<file path="src/rtl/vga_timing_receiver_if.sv">
// VGA pixel bus as driven by the controller: syncs, data enable and 8-bit colour.
// All signals are sampled on the receiver's pixel clock.
interface vga_timing_receiver_if;
  logic       hs;
  logic       vs;
  logic       video_on;
  logic [7:0] red;
  logic [7:0] green;
  logic [7:0] blue;

  modport master (output hs, vs, video_on, red, green, blue);
  modport slave  (input  hs, vs, video_on, red, green, blue);
endinterface

</file>
<file path="src/rtl/vga_timing_receiver.sv">
// VGA receive front end: recovers active-pixel coordinates, measures line/frame
// timing, declares lock after stable frames and captures the colour of one probe pixel.
module vga_timing_receiver #(
  parameter int unsigned CW          = 12,
  parameter int unsigned TIMEOUT     = 4095,
  parameter int unsigned LOCK_FRAMES = 2
) (
  input  logic                 clk,
  input  logic                 rst_n,
  vga_timing_receiver_if.slave vga_i,
  input  logic [CW-1:0]        probe_x_i,
  input  logic [CW-1:0]        probe_y_i,
  output logic                 pix_valid_o,
  output logic [CW-1:0]        pix_x_o,
  output logic [CW-1:0]        pix_y_o,
  output logic [23:0]          pix_rgb_o,
  output logic                 frame_start_o,
  output logic [CW-1:0]        h_total_o,
  output logic [CW-1:0]        h_active_o,
  output logic [CW-1:0]        v_total_o,
  output logic [CW-1:0]        v_active_o,
  output logic                 locked_o,
  output logic [23:0]          probe_rgb_o,
  output logic                 probe_hit_o
);

  localparam int unsigned MW       = $clog2(LOCK_FRAMES + 1);
  localparam logic [CW-1:0] CntMax = '1;
  localparam logic [CW-1:0] TmoVal = CW'(TIMEOUT);
  localparam logic [MW-1:0] LockCnt = MW'(LOCK_FRAMES);

  typedef enum logic [1:0] {StWait, StMeasure, StVerify, StLock} state_e;

  // Stage 1 input registers and their previous values for edge detection
  logic          hs_q, vs_q, von_q, hs_prev_q, vs_prev_q;
  logic [23:0]   rgb_q;

  logic [CW-1:0] h_cnt_q, h_cnt_d, a_cnt_q, a_cnt_d;
  logic [CW-1:0] line_cnt_q, line_cnt_d, y_cnt_q, y_cnt_d;
  logic          line_act_q, line_act_d;
  logic [CW-1:0] h_total_q, h_total_d, h_active_q, h_active_d;
  logic [CW-1:0] v_total_q, v_total_d, v_active_q, v_active_d;

  // Stage 2 output registers
  logic          pix_valid_q, frame_start_q, probe_hit_q;
  logic [CW-1:0] pix_x_q, pix_y_q;
  logic [23:0]   pix_rgb_q, probe_rgb_q;

  state_e           state_q;
  logic [4*CW-1:0]  ref_q, meas_d;
  logic [MW-1:0]    match_q;
  logic             locked_q;

  logic hs_fall, vs_fall, line_act, timeout, probe_match;

  always_comb begin
    hs_fall    = hs_prev_q & ~hs_q;
    vs_fall    = vs_prev_q & ~vs_q;
    line_act   = line_act_q | von_q;

    h_cnt_d    = hs_fall ? '0 : ((h_cnt_q == CntMax) ? h_cnt_q : h_cnt_q + CW'(1));
    a_cnt_d    = hs_fall ? '0 :
                 ((von_q && (a_cnt_q != CntMax)) ? a_cnt_q + CW'(1) : a_cnt_q);
    line_act_d = hs_fall ? 1'b0 : line_act;
    line_cnt_d = vs_fall ? '0 : line_cnt_q + CW'(hs_fall);
    y_cnt_d    = vs_fall ? '0 : y_cnt_q + CW'(hs_fall & line_act);

    h_total_d  = hs_fall ? h_cnt_q + CW'(1) : h_total_q;
    h_active_d = hs_fall ? a_cnt_q : h_active_q;
    // A line ending on the same cycle as VS belongs to the frame that is closing
    v_total_d  = vs_fall ? line_cnt_q + CW'(hs_fall) : v_total_q;
    v_active_d = vs_fall ? y_cnt_q + CW'(hs_fall & line_act) : v_active_q;

    meas_d      = {h_total_d, h_active_d, v_total_d, v_active_d};
    // Fire once, on the edge where h_cnt arrives at the limit
    timeout     = (h_cnt_d == TmoVal) && (h_cnt_q != TmoVal);
    probe_match = pix_valid_q && (pix_x_q == probe_x_i) && (pix_y_q == probe_y_i);
  end

  always_ff @(posedge clk or negedge rst_n) begin
    if (!rst_n) begin
      hs_q          <= 1'b0;
      vs_q          <= 1'b0;
      von_q         <= 1'b0;
      hs_prev_q     <= 1'b0;
      vs_prev_q     <= 1'b0;
      rgb_q         <= '0;
      h_cnt_q       <= '0;
      a_cnt_q       <= '0;
      line_cnt_q    <= '0;
      y_cnt_q       <= '0;
      line_act_q    <= 1'b0;
      h_total_q     <= '0;
      h_active_q    <= '0;
      v_total_q     <= '0;
      v_active_q    <= '0;
      pix_valid_q   <= 1'b0;
      pix_x_q       <= '0;
      pix_y_q       <= '0;
      pix_rgb_q     <= '0;
      frame_start_q <= 1'b0;
      probe_rgb_q   <= '0;
      probe_hit_q   <= 1'b0;
    end else begin
      hs_q          <= vga_i.hs;
      vs_q          <= vga_i.vs;
      von_q         <= vga_i.video_on;
      rgb_q         <= {vga_i.red, vga_i.green, vga_i.blue};
      hs_prev_q     <= hs_q;
      vs_prev_q     <= vs_q;
      h_cnt_q       <= h_cnt_d;
      a_cnt_q       <= a_cnt_d;
      line_cnt_q    <= line_cnt_d;
      y_cnt_q       <= y_cnt_d;
      line_act_q    <= line_act_d;
      h_total_q     <= h_total_d;
      h_active_q    <= h_active_d;
      v_total_q     <= v_total_d;
      v_active_q    <= v_active_d;
      pix_valid_q   <= von_q;
      pix_x_q       <= a_cnt_q;
      pix_y_q       <= y_cnt_q;
      pix_rgb_q     <= rgb_q;
      frame_start_q <= vs_fall;
      probe_hit_q   <= probe_match;
      if (probe_match) probe_rgb_q <= pix_rgb_q;
    end
  end

  always_ff @(posedge clk or negedge rst_n) begin
    if (!rst_n) begin
      state_q  <= StWait;
      ref_q    <= '0;
      match_q  <= '0;
      locked_q <= 1'b0;
    end else if (timeout) begin
      state_q  <= StWait;
      match_q  <= '0;
      locked_q <= 1'b0;
    end else if (vs_fall) begin
      unique case (state_q)
        StWait: state_q <= StMeasure;
        StMeasure: begin
          ref_q   <= meas_d;
          match_q <= MW'(1);
          state_q <= StVerify;
        end
        StVerify: begin
          if (meas_d == ref_q) begin
            match_q <= match_q + MW'(1);
            if (match_q + MW'(1) >= LockCnt) begin
              state_q  <= StLock;
              locked_q <= 1'b1;
            end
          end else begin
            ref_q   <= meas_d;
            match_q <= MW'(1);
          end
        end
        StLock: begin
          if (meas_d != ref_q) begin
            locked_q <= 1'b0;
            ref_q    <= meas_d;
            match_q  <= MW'(1);
            state_q  <= StVerify;
          end
        end
        default: state_q <= StWait;
      endcase
    end
  end

  assign pix_valid_o   = pix_valid_q;
  assign pix_x_o       = pix_x_q;
  assign pix_y_o       = pix_y_q;
  assign pix_rgb_o     = pix_rgb_q;
  assign frame_start_o = frame_start_q;
  assign h_total_o     = h_total_q;
  assign h_active_o    = h_active_q;
  assign v_total_o     = v_total_q;
  assign v_active_o    = v_active_q;
  assign locked_o      = locked_q;
  assign probe_rgb_o   = probe_rgb_q;
  assign probe_hit_o   = probe_hit_q;

endmodule
</file>
<file path="src/flat_wrapper.sv">
// flat-port wrapper written by rule: the top's interface ports become plain ports
module vga_timing_receiver_flat 
#(
  parameter int unsigned CW          = 12,
  parameter int unsigned TIMEOUT     = 4095,
  parameter int unsigned LOCK_FRAMES = 2
)
  (clk, rst_n, probe_x_i, probe_y_i, pix_valid_o, pix_x_o, pix_y_o, pix_rgb_o, frame_start_o, h_total_o, h_active_o, v_total_o, v_active_o, locked_o, probe_rgb_o, probe_hit_o, vga_i_hs, vga_i_vs, vga_i_video_on, vga_i_red, vga_i_green, vga_i_blue);
  vga_timing_receiver_if vga_i_i ();
  input  logic clk;
  input  logic rst_n;
  input  logic [CW-1:0] probe_x_i;
  input  logic [CW-1:0] probe_y_i;
  output logic pix_valid_o;
  output logic [CW-1:0] pix_x_o;
  output logic [CW-1:0] pix_y_o;
  output logic [23:0] pix_rgb_o;
  output logic frame_start_o;
  output logic [CW-1:0] h_total_o;
  output logic [CW-1:0] h_active_o;
  output logic [CW-1:0] v_total_o;
  output logic [CW-1:0] v_active_o;
  output logic locked_o;
  output logic [23:0] probe_rgb_o;
  output logic probe_hit_o;
  input wire logic [$bits(vga_i_i.hs)-1:0] vga_i_hs;
  input wire logic [$bits(vga_i_i.vs)-1:0] vga_i_vs;
  input wire logic [$bits(vga_i_i.video_on)-1:0] vga_i_video_on;
  input wire logic [$bits(vga_i_i.red)-1:0] vga_i_red;
  input wire logic [$bits(vga_i_i.green)-1:0] vga_i_green;
  input wire logic [$bits(vga_i_i.blue)-1:0] vga_i_blue;
  assign vga_i_i.hs = vga_i_hs;
  assign vga_i_i.vs = vga_i_vs;
  assign vga_i_i.video_on = vga_i_video_on;
  assign vga_i_i.red = vga_i_red;
  assign vga_i_i.green = vga_i_green;
  assign vga_i_i.blue = vga_i_blue;
  vga_timing_receiver #(.CW(CW), .TIMEOUT(TIMEOUT), .LOCK_FRAMES(LOCK_FRAMES)) u_core (.clk(clk), .rst_n(rst_n), .vga_i(vga_i_i), .probe_x_i(probe_x_i), .probe_y_i(probe_y_i), .pix_valid_o(pix_valid_o), .pix_x_o(pix_x_o), .pix_y_o(pix_y_o), .pix_rgb_o(pix_rgb_o), .frame_start_o(frame_start_o), .h_total_o(h_total_o), .h_active_o(h_active_o), .v_total_o(v_total_o), .v_active_o(v_active_o), .locked_o(locked_o), .probe_rgb_o(probe_rgb_o), .probe_hit_o(probe_hit_o));
endmodule
</file>
<file path="config.mk">
export PLATFORM = sky130hd
export DESIGN_NAME = vga_timing_receiver_flat
export DESIGN_NICKNAME = d
export VERILOG_FILES = /design/src/rtl/vga_timing_receiver_if.sv /design/src/rtl/vga_timing_receiver.sv /design/src/flat_wrapper.sv
export SDC_FILE = /design/constraint.sdc
export NUM_CORES = 1
export LEC_CHECK = 0
export CAP_MARGIN = 20
export CORE_ASPECT_RATIO = 0.9
export CORE_UTILIZATION = 25
export CTS_CLUSTER_SIZE = 10
export DETAILED_ROUTE_END_ITERATION = 16
export PLACE_DENSITY_LB_ADDON = 0.05
export SYNTH_ARGS = -nofsm -noshare
export SYNTH_HDL_FRONTEND = slang
export SYNTH_SLANG_ARGS = --single-unit
export TNS_END_PERCENT = 10
</file>
<file path="constraint.sdc">
create_clock -name clk -period 6.4 [get_ports clk]
set_clock_uncertainty 0.2 [all_clocks]
set_input_delay 0.96 -clock clk [delete_from_list [all_inputs] [get_ports clk]]
set_output_delay 0.96 -clock clk [all_outputs]
set_load 0.05 [all_outputs]
</file>
# After elaboration in Yosys (flattened, before gate mapping)
# Cells that the tools add are included.
# word_totals
elab_cells	100
register_bits	254
inputBits	53
# classes
n_eq_ne	16
n_reduce_logical	14
addsub	5
bitwise_logic	7
n_lt_le_gt_ge	1
mux	31
# op_table
cell	count
case mux 48 bit (3 select lines)	1
two-way mux 12 bit	10
two-way mux 48 bit	2
== test 48 bit	1
inequality test 48 bit	1
adder 12 x 1 -> 12 bit (second input constant)	2
== test 12 bit	2
== test 12 bit (second input constant)	2
inequality test 12 bit (second input constant)	2
two-way mux 2 bit	9
adder 12 x 1 -> 12 bit	1
adder 12 bit	1
AND reduction 5 bit	2
inequality test 3 x 1 -> 1 bit (second input constant)	3
case mux 2 bit (4 select lines)	1
two-way mux 1 bit	6
case mux 2 bit (3 select lines)	1
nonzero test 3 bit	2
== test 2 bit (second input constant)	2
logical AND 1 bit	4
AND reduction 4 bit	1
nonzero test 2 bit	2
nonzero test 4 bit	1
bitwise AND 1 bit	3
other kinds (10)	12

# Logic depth before layout (Yosys ltp)
# Gate-level depths: netlist of the first run.
# logic_depth
ltp_word	10
mapped_depth	20
ltp_nobuf	13

# Worst setup path before layout of the first run
# Ideal clock, no wire load.
# synth_timing
kind	flip-flop to flip-flop
from	register u_core.hs_q
to	register u_core.ref_q[27]
setup_slack_ps	1441
path_stages_with_launch	21
n_path_buf	7
arrival_ps	4634
setup_ps	125
cell_sequence	dfrtp_1 > nand2b_1 > clkinv_1 > buf_2 > buf_2 > buf_1 > buf_1 > clkbuf_1 > ha_1 > ha_1 > nand3_2 > or3_1 > a31oi_1 > xor2_1 > a221o_1 > a2111oi_4 > nand3_1 > and3_4 > buf_6 > buf_6 > mux2_4
# synth_between
elab_cells_between_ends	21
cone_classes	2 x add/sub; 5 x eq/ne; 8 x mux; 4 x bitwise; 2 x reduce/logical
# synth_lines
item	line_no	rtl
from (decl)	vga_timing_receiver.sv:35	logic hs_q, vs_q, von_q, hs_prev_q, vs_prev_q;
from (signal assigned)	vga_timing_receiver.sv:105	hs_q <= vga_i.hs;
inverter 1 bit (*)	vga_timing_receiver.sv:57	hs_fall = hs_prev_q & ~hs_q;
bitwise AND 1 bit (*)	vga_timing_receiver.sv:57	
adder 12 x 1 -> 12 bit (*)	vga_timing_receiver.sv:71	v_total_d = vs_fall ? line_cnt_q + CW'(hs_fall) : v_total_q;
two-way mux 12 bit (*)	vga_timing_receiver.sv:71	
via u_core.v_total_d[6]	vga_timing_receiver.sv:42	logic [CW-1:0] v_total_q, v_total_d, v_active_q, v_active_d;
inequality test 48 bit or == test 48 bit (tied branches)	vga_timing_receiver.sv:161, vga_timing_receiver.sv:149	
inequality test 2 x 1 -> 1 bit (no line) or inequality test 2 bit (tied branches)	--	
AND reduction 5 bit (no line) (*)	--	
to (signal assigned)	vga_timing_receiver.sv:144	ref_q <= meas_d;
to (signal assigned)	vga_timing_receiver.sv:156	ref_q <= meas_d;
to (signal assigned)	vga_timing_receiver.sv:163	ref_q <= meas_d;
to (decl)	vga_timing_receiver.sv:50	logic [4*CW-1:0] ref_q, meas_d;
# Mark *: on every way through the listed nets, which the timed path passes. The rest lies on a longest branch. The select of a mux whose other input is x is not followed.
# A chain may end at the register's enable or synchronous reset.

# Worst setup path in the final report of the first run
# layout_timing
from	register u_core.hs_q
to	register u_core.ref_q[29]
# layout_between
elab_chain_len	8
elab_cells_between_ends	21
cone_classes	2 x add/sub; 5 x eq/ne; 8 x mux; 4 x bitwise; 2 x reduce/logical
# layout_lines
item	line_no	rtl
inverter 1 bit (*)	vga_timing_receiver.sv:57	
bitwise AND 1 bit (*)	vga_timing_receiver.sv:57	
bitwise AND 1 bit	vga_timing_receiver.sv:72	v_active_d = vs_fall ? y_cnt_q + CW'(hs_fall & line_act) : v_active_q;
adder 12 bit	vga_timing_receiver.sv:72	
two-way mux 12 bit	vga_timing_receiver.sv:72	
inequality test 48 bit or == test 48 bit (tied branches)	vga_timing_receiver.sv:161, vga_timing_receiver.sv:149	
inequality test 2 x 1 -> 1 bit (no line) or inequality test 2 bit (tied branches)	--	
AND reduction 5 bit (no line)	--	
# Every way passes the cells marked *; elsewhere a longest branch is shown, timed or not. The select of a mux whose other input is x is not followed.

==> flow_summary.json, run 1 <==
{
  "post_cts_buffers": 0,
  "drtAntennaViolNets": 0,
  "grt_max_degree": 127,
  "rr_worst_depth": 13,
  "grt_pass1_wl_microns": 54270,
  "critPathRequiredTime_ns": 6.66,
  "fin_crit_ns": 4.610,
  "slowest_delay_ns": 0.60,
  "gr-total-overflow": 0,
  "synth_edf_count": 0,
  "maxCapViolCount": 0,
  "antenna_cells": 0,
  "clk_latency_ns": 0.58,
  "critPathSlowestCell": "a2111oi_0",
  "slew_headroom_pct": 34.93,
  "maxSlewViolCount": 0,
  "dr.pass1.iters": 5,
  "netlist_instances": 1065,
  "vdd_drop_max_uv": 198.0,
  "area_growth_pct": 28.61,
  "tightest_slew_ns": 0.9671,
  "p_total_mw": 4.517,
  "powerDensity_nw_per_um2": 307.0,
  "coreArea_sq_um": 44660,
  "hold_violations": 0,
  "root_buffer": "clkbuf_16",
  "die_w_microns": 227.5,
  "status": "finished clean",
  "cts_resized": 0,
  "ctsHtreeMaxLevel": 1,
  "cts_hold_buf": 0,
  "synth_top_area_cell": "dfrtp_1",
  "antenna_found_initial": 1,
  "cts_tree": "done",
  "synth_area_sq_um": 11440,
  "track_usage_pct": 15.37,
  "num-nets-final": 1287,
  "pin_count": 177,
  "num_rows": 73,
  "synth_cell_types": 75,
  "wirelength_microns": 35350,
  "vias_per_cell": 4.578,
  "synth_nets": 1124,
  "rsz0062_at_grt": "false",
  "initial_utilization_pct": 25.62,
  "seq_area_frac_synth_pct": 55.55,
  "fin_hold_ws_ns": 0.1225,
  "worst-endpoint-arrival_ns": 4.87,
  "drt_iter0_markers": 522,
  "clkSinkCount": 254,
  "critPathKind": "reg2reg",
  "chipHeight_microns": 205.0,
  "cp_cell_sequence": "nand2b_2 -> nor2_1 -> ha_1 -> ha_1 -> nand3_1 -> xnor2_1 -> nor3_1 -> a2111oi_0 -> nand4_1 -> nor4_2 -> nand3_1 -> and3_4 -> mux2_4",
  "finalSetupTns_ns": 0,
  "synth_ff_type": "dfrtp_1",
  "period_share_pct": 72.02,
  "synthTopCellsByCount": "254 x dfrtp_1, 160 x nand2_1, 75 x xnor2_1",
  "fmax_mhz": 216.9,
  "synth-seq-cells": 254,
  "cp_max_fo": 48,
  "cts.path.max_buffers": 3,
  "io_buffer_count": 176,
  "end_kind": "register",
  "synthTopCellsByArea": "dfrtp_1 56%, xnor2_1 5.7%, nand2_1 5.2%",
  "avgSynthCellArea_sq_um": 10.74,
  "synth_top_area_share_pct": 55.55,
  "worstSetupStartpointType": "register",
  "post-dp-hpwl_microns": 25360,
  "clk_pin_slew_ns": 0.06,
  "setup_viol": 0,
  "synthArstFlopShare_pct": 100.0,
  "wl_per_cell_microns": 19.21,
  "vias": 8423,
  "leakage_nw": 6.198,
  "numCtsBuffers": 31,
  "grt_pass1_vias": 8627,
  "drcViolationCount": 0,
  "routabilityCongestion": 0.8127,
  "yosysMostFrequentCell": "dfrtp_1",
  "die_area_sq_um": 46630,
  "drive_gt1_share_pct": 9.677,
  "yosys_warnings": 0,
  "min_path_type": "in2async"
}
critical path: cells and delay by family (launching register included):
kind            cells  cell delay (ns)
fa+ha+maj           2             0.45
simple gates        8             2.03
mux                 1             0.41
flops               1             0.38
compound gates      1             0.60
xor+xnor            1             0.42
layer usage:
metal  vias up  track usage, %  share of wire (%)
li1       4020               -                  -
met1      4132           21.41                 47
met2       218           23.70                 44
met3        51           3.457                5.7
met4         2           4.314                2.7
met5         -          0.1075              0.037
layout make-up:
cell class	count	area (sq um)
Clock buffer	40	839.6
Timing Repair Buffer	183	1832
Sequential cell	254	6356
Inverter	44	165.2
Clock inverter	5	90.09
Multi-Input combinational cell	714	4682
Tap cell	600	750.7
Fill cell	4583	29950
cell usage in the layout, fill, tap and decap left out, drive strengths merged, types with 4 or more instances in the layout:
cell / netlist / final
or3: 14 / 14
mux2i: 5 / 5
a2111oi: 5 / 5
mux2: 54 / 54
xnor2: 75 / 75
o22ai: 6 / 6
nand2: 160 / 160
and2: 10 / 10
nor3: 17 / 17
or4: 6 / 6
a21oi: 39 / 39
buf: 29 / 8
o211ai: 6 / 6
a221oi: 5 / 5
and3: 7 / 7
nand2b: 11 / 11
nand4: 20 / 20
dfrtp: 254 / 254
nand3: 38 / 38
xor2: 26 / 26
a211o: 4 / 4
ha: 6 / 6
a31oi: 14 / 14
o21ai: 53 / 53
clkdlybuf4s50: 0 / 175
nor4: 9 / 9
inv: 43 / 44
nor2: 59 / 59
clkbuf: 24 / 40
o2111ai: 5 / 5
where the power goes:
part	switching, mW	leakage (nW)	internal, mW
combinational	0.568	2.42	0.365
sequential	0.166	3.33	1.75
clock	0.685	0.457	0.987
total	1.42	6.20	3.10
metrics by stage:
| step | instance area, sq um | setup WS, ns | cells | util [%] |
|---|---|---|---|---|
| floorplan | 11440 | 1.441 | 1065 | - |
| global placement | 13790 | 1.796 | 1795 | 30.87 |
| CTS | 14720 | 1.678 | 1840 | 32.95 |
| detailed placement | 13790 | 1.683 | 1795 | 30.87 |
| global route | 14720 | 1.440 | 1840 | 32.95 |
| finish | 14720 | 1.790 | 1840 | 32.95 |
flip-flops by register name, summed over array words and instances, names as in the netlist, 2 cells and up:
register	count
u_core.y_cnt_q	12
u_core.probe_rgb_o	24
u_core.v_active_o	12
u_core.pix_x_o	12
u_core.line_cnt_q	12
u_core.state_q	2
u_core.v_total_o	12
u_core.rgb_q	24
u_core.a_cnt_q	12
u_core.h_active_o	12
u_core.h_total_o	12
u_core.h_cnt_q	12
u_core.ref_q	48
u_core.pix_y_o	12
u_core.match_q	2
u_core.pix_rgb_o	24
cell families after synthesis:
kind of cell | share of synthesized area (%)
buf+inv | 3.609
compound gates | 10.16
flops | 55.55
simple gates | 15.48
xor+xnor | 8.136
fa+ha+maj | 0.6561
mux | 6.408
worst paths after layout:
| kind | start | endpoint | slack [ns] |
|---|---|---|---|
| worst min-delay path | rst_n | u_core.probe_rgb_o[12]$_DFFE_PN0P_ | 0.12 |
| worst max register to register | u_core.hs_q$_DFF_PN0_ | u_core.ref_q[29]$_DFFE_PN0P_ | 1.79 |
| worst min register to register | u_core.rgb_q[0]$_DFF_PN0_ | u_core.pix_rgb_o[0]$_DFF_PN0_ | 0.14 |
| max in group asynchronous | rst_n | u_core.v_active_o[2]$_DFF_PN0_ | 4.66 |
| min in group clk | u_core.rgb_q[0]$_DFF_PN0_ | u_core.pix_rgb_o[0]$_DFF_PN0_ | 0.14 |
| worst max-delay path | u_core.hs_q$_DFF_PN0_ | u_core.ref_q[29]$_DFFE_PN0P_ | 1.79 |
(Power assumes the default switching activity.)
==> inputs of run 2 (changes only) <==
clock period = 4 ns   (was 6.4 ns; I/O delays follow)
==> run 2 against run 1 <==
  * Maximum frequency rose by 21%
  * Register-to-register slack got worse by 1.6 ns
  * Largest power group unchanged
  * First-iteration DRC count rose by 13%
  * Largest cell class unchanged
  * Setup slack got worse by 1.6 ns
  * Combinational power rose by 69%
  * Clock power rose by 60%
  * Worst hold slack improved by 0.022 ns
  * Via count rose by 2.8%
==> flow_summary.json, run 2 (synthesis gave the netlist of run 1 again) <==
{
  "status": "finished clean",
  "maxCapViolCount": 0,
  "worst-endpoint-arrival_ns": 4.07,
  "gr-total-overflow": 0,
  "fill_cells": 4506,
  "vias_per_cell": 4.578,
  "rsz0062_at_grt": "false",
  "critPathKind": "reg2reg",
  "worstSetupStartpointType": "register",
  "hold_depth": 0,
  "cts.path.max_buffers": 3,
  "drt_iter0_markers": 589,
  "multi_input_area_sq_um": 4803,
  "antenna_found_initial": 1,
  "track_usage_pct": 15.81,
  "cts_tree": "done",
  "ctsHtreeMaxLevel": 1,
  "tightest_slew_ns": 0.8375,
  "root_buffer": "clkbuf_16",
  "numCtsBuffers": 31,
  "wl_per_cell_microns": 19.38,
  "clkSinkCount": 254,
  "min_path_type": "reg2reg",
  "instances_no_fill": 1892,
  "slew_headroom_pct": 44.17,
  "post_cts_buffers": 0,
  "seqCellArea_sq_um": 6356,
  "drive_gt1_share_pct": 14.10,
  "final_common_cell": "dfrtp_1",
  "routabilityCongestion": 0.8381,
  "final_cell_mix": "254 x dfrtp_1, 175 x clkdlybuf4s50_1, 159 x nand2_1, 73 x xnor2_1, 58 x nor2_1",
  "maxSlewViolCount": 0,
  "p_total_mw": 7.317,
  "finalSetupTns_ns": 0,
  "finalCoreUtilization_pct": 34.27,
  "clk_pin_slew_ns": 0.06,
  "largest_reg_flops": 48,
  "pin_count": 177,
  "grt_max_degree": 98,
  "die_area_sq_um": 46630,
  "io_buffer_count": 176,
  "setup_viol": 0,
  "postLayoutSetupSlackWorst_ns": 0.1924,
  "vias": 8661,
  "die_w_microns": 227.5,
  "end_kind": "register",
  "fmax_mhz": 262.6,
  "drcViolationCount": 0,
  "num-nets-final": 1335,
  "pre_cts_slack_ns": 0.1483,
  "fin_hold_ws_ns": 0.1447,
  "drtAntennaViolNets": 0,
  "fin_crit_ns": 3.808,
  "grt_pass1_vias": 8567,
  "dr.pass1.iters": 5,
  "fin_area_sq_um": 15300,
  "area_growth_pct": 33.76,
  "post-dp-hpwl_microns": 27230,
  "top_register": "u_core.ref_q",
  "grt_pass1_wl_microns": 55410,
  "rr_worst_depth": 15,
  "powerDensity_nw_per_um2": 478.1,
  "vdd_drop_max_uv": 330.8,
  "cp_max_fo": 16,
  "leakage_nw": 6.498,
  "num_rows": 73,
  "hold_violations": 0,
  "place_inst": 1842,
  "coreArea_sq_um": 44660,
  "chipHeight_microns": 205.0,
  "wirelength_microns": 36660,
  "critPathRequiredTime_ns": 4.26,
  "period_share_pct": 95.19,
  "dpl_cell_area_sq_um": 14320,
  "initial_utilization_pct": 25.62,
  "clk_latency_ns": 0.58
}
-- run 2: final cells by class --
type	count	area share, %
sequential	254	41.53
multi-input combinational	714	31.38
timing repair buffer	231	14.83
clock buffer	46	5.894
tap	600	4.905
inverter	44	1.112
clock inverter	2	0.3270
antenna	1	0.01635
-- run 2: what timing repair did --
item,in CTS,in global routing
endpoints found under the setup margin,0,15
gates resized for setup,0,4
hold endpoints to repair,92,0
hold buffers,1,0
-- run 2: worst paths after layout --
check                                           from                            endpoint  slack, ns
setup / recovery               u_core.hs_q$_DFF_PN0_        u_core.ref_q[29]$_DFFE_PN0P_       0.19
hold / removal             u_core.rgb_q[4]$_DFF_PN0_       u_core.pix_rgb_o[4]$_DFF_PN0_       0.14
setup reg to reg               u_core.hs_q$_DFF_PN0_        u_core.ref_q[29]$_DFFE_PN0P_       0.19
hold reg to reg            u_core.rgb_q[4]$_DFF_PN0_       u_core.pix_rgb_o[4]$_DFF_PN0_       0.14
max in group asynchronous                      rst_n         u_core.ref_q[1]$_DFFE_PN0P_       2.25
min in group asynchronous                      rst_n  u_core.probe_rgb_o[10]$_DFFE_PN0P_       0.47
-- run 2: critical path, stage by stage (launching register included) --
cell       delay [ns]
dfrtp_1          0.38
nand2b_4         0.17
buf_4            0.16
clkinv_4         0.06
ha_4             0.16
nand4_1          0.19
nor4_1           0.28
buf_4            0.17
xnor2_1          0.14
xor2_1           0.21
nand4b_1         0.22
a2111oi_4        0.47
nand3_1          0.13
and3_4           0.24
buf_12           0.17
mux2_4           0.30
-- run 2: per-layer routing --
| metal | track usage, % | vias to the layer above | part of all wire (%) |
|---|---|---|---|
| met5 | 0 | - | 0.035 |
| met4 | 3.595 | 2 | 2.1 |
| met3 | 2.926 | 45 | 5.0 |
| met2 | 23.79 | 236 | 44 |
| met1 | 23.26 | 4249 | 49 |
| li1 | - | 4129 | - |
-- run 2: power breakdown --
part / total (mW) / switching [mW] / leakage [nW] / internal (mW)
Combinational: 1.58 / 0.936 / 2.71 / 0.645
Sequential: 3.06 / 0.265 / 3.33 / 2.79
Clock: 2.68 / 1.08 / 0.466 / 1.60
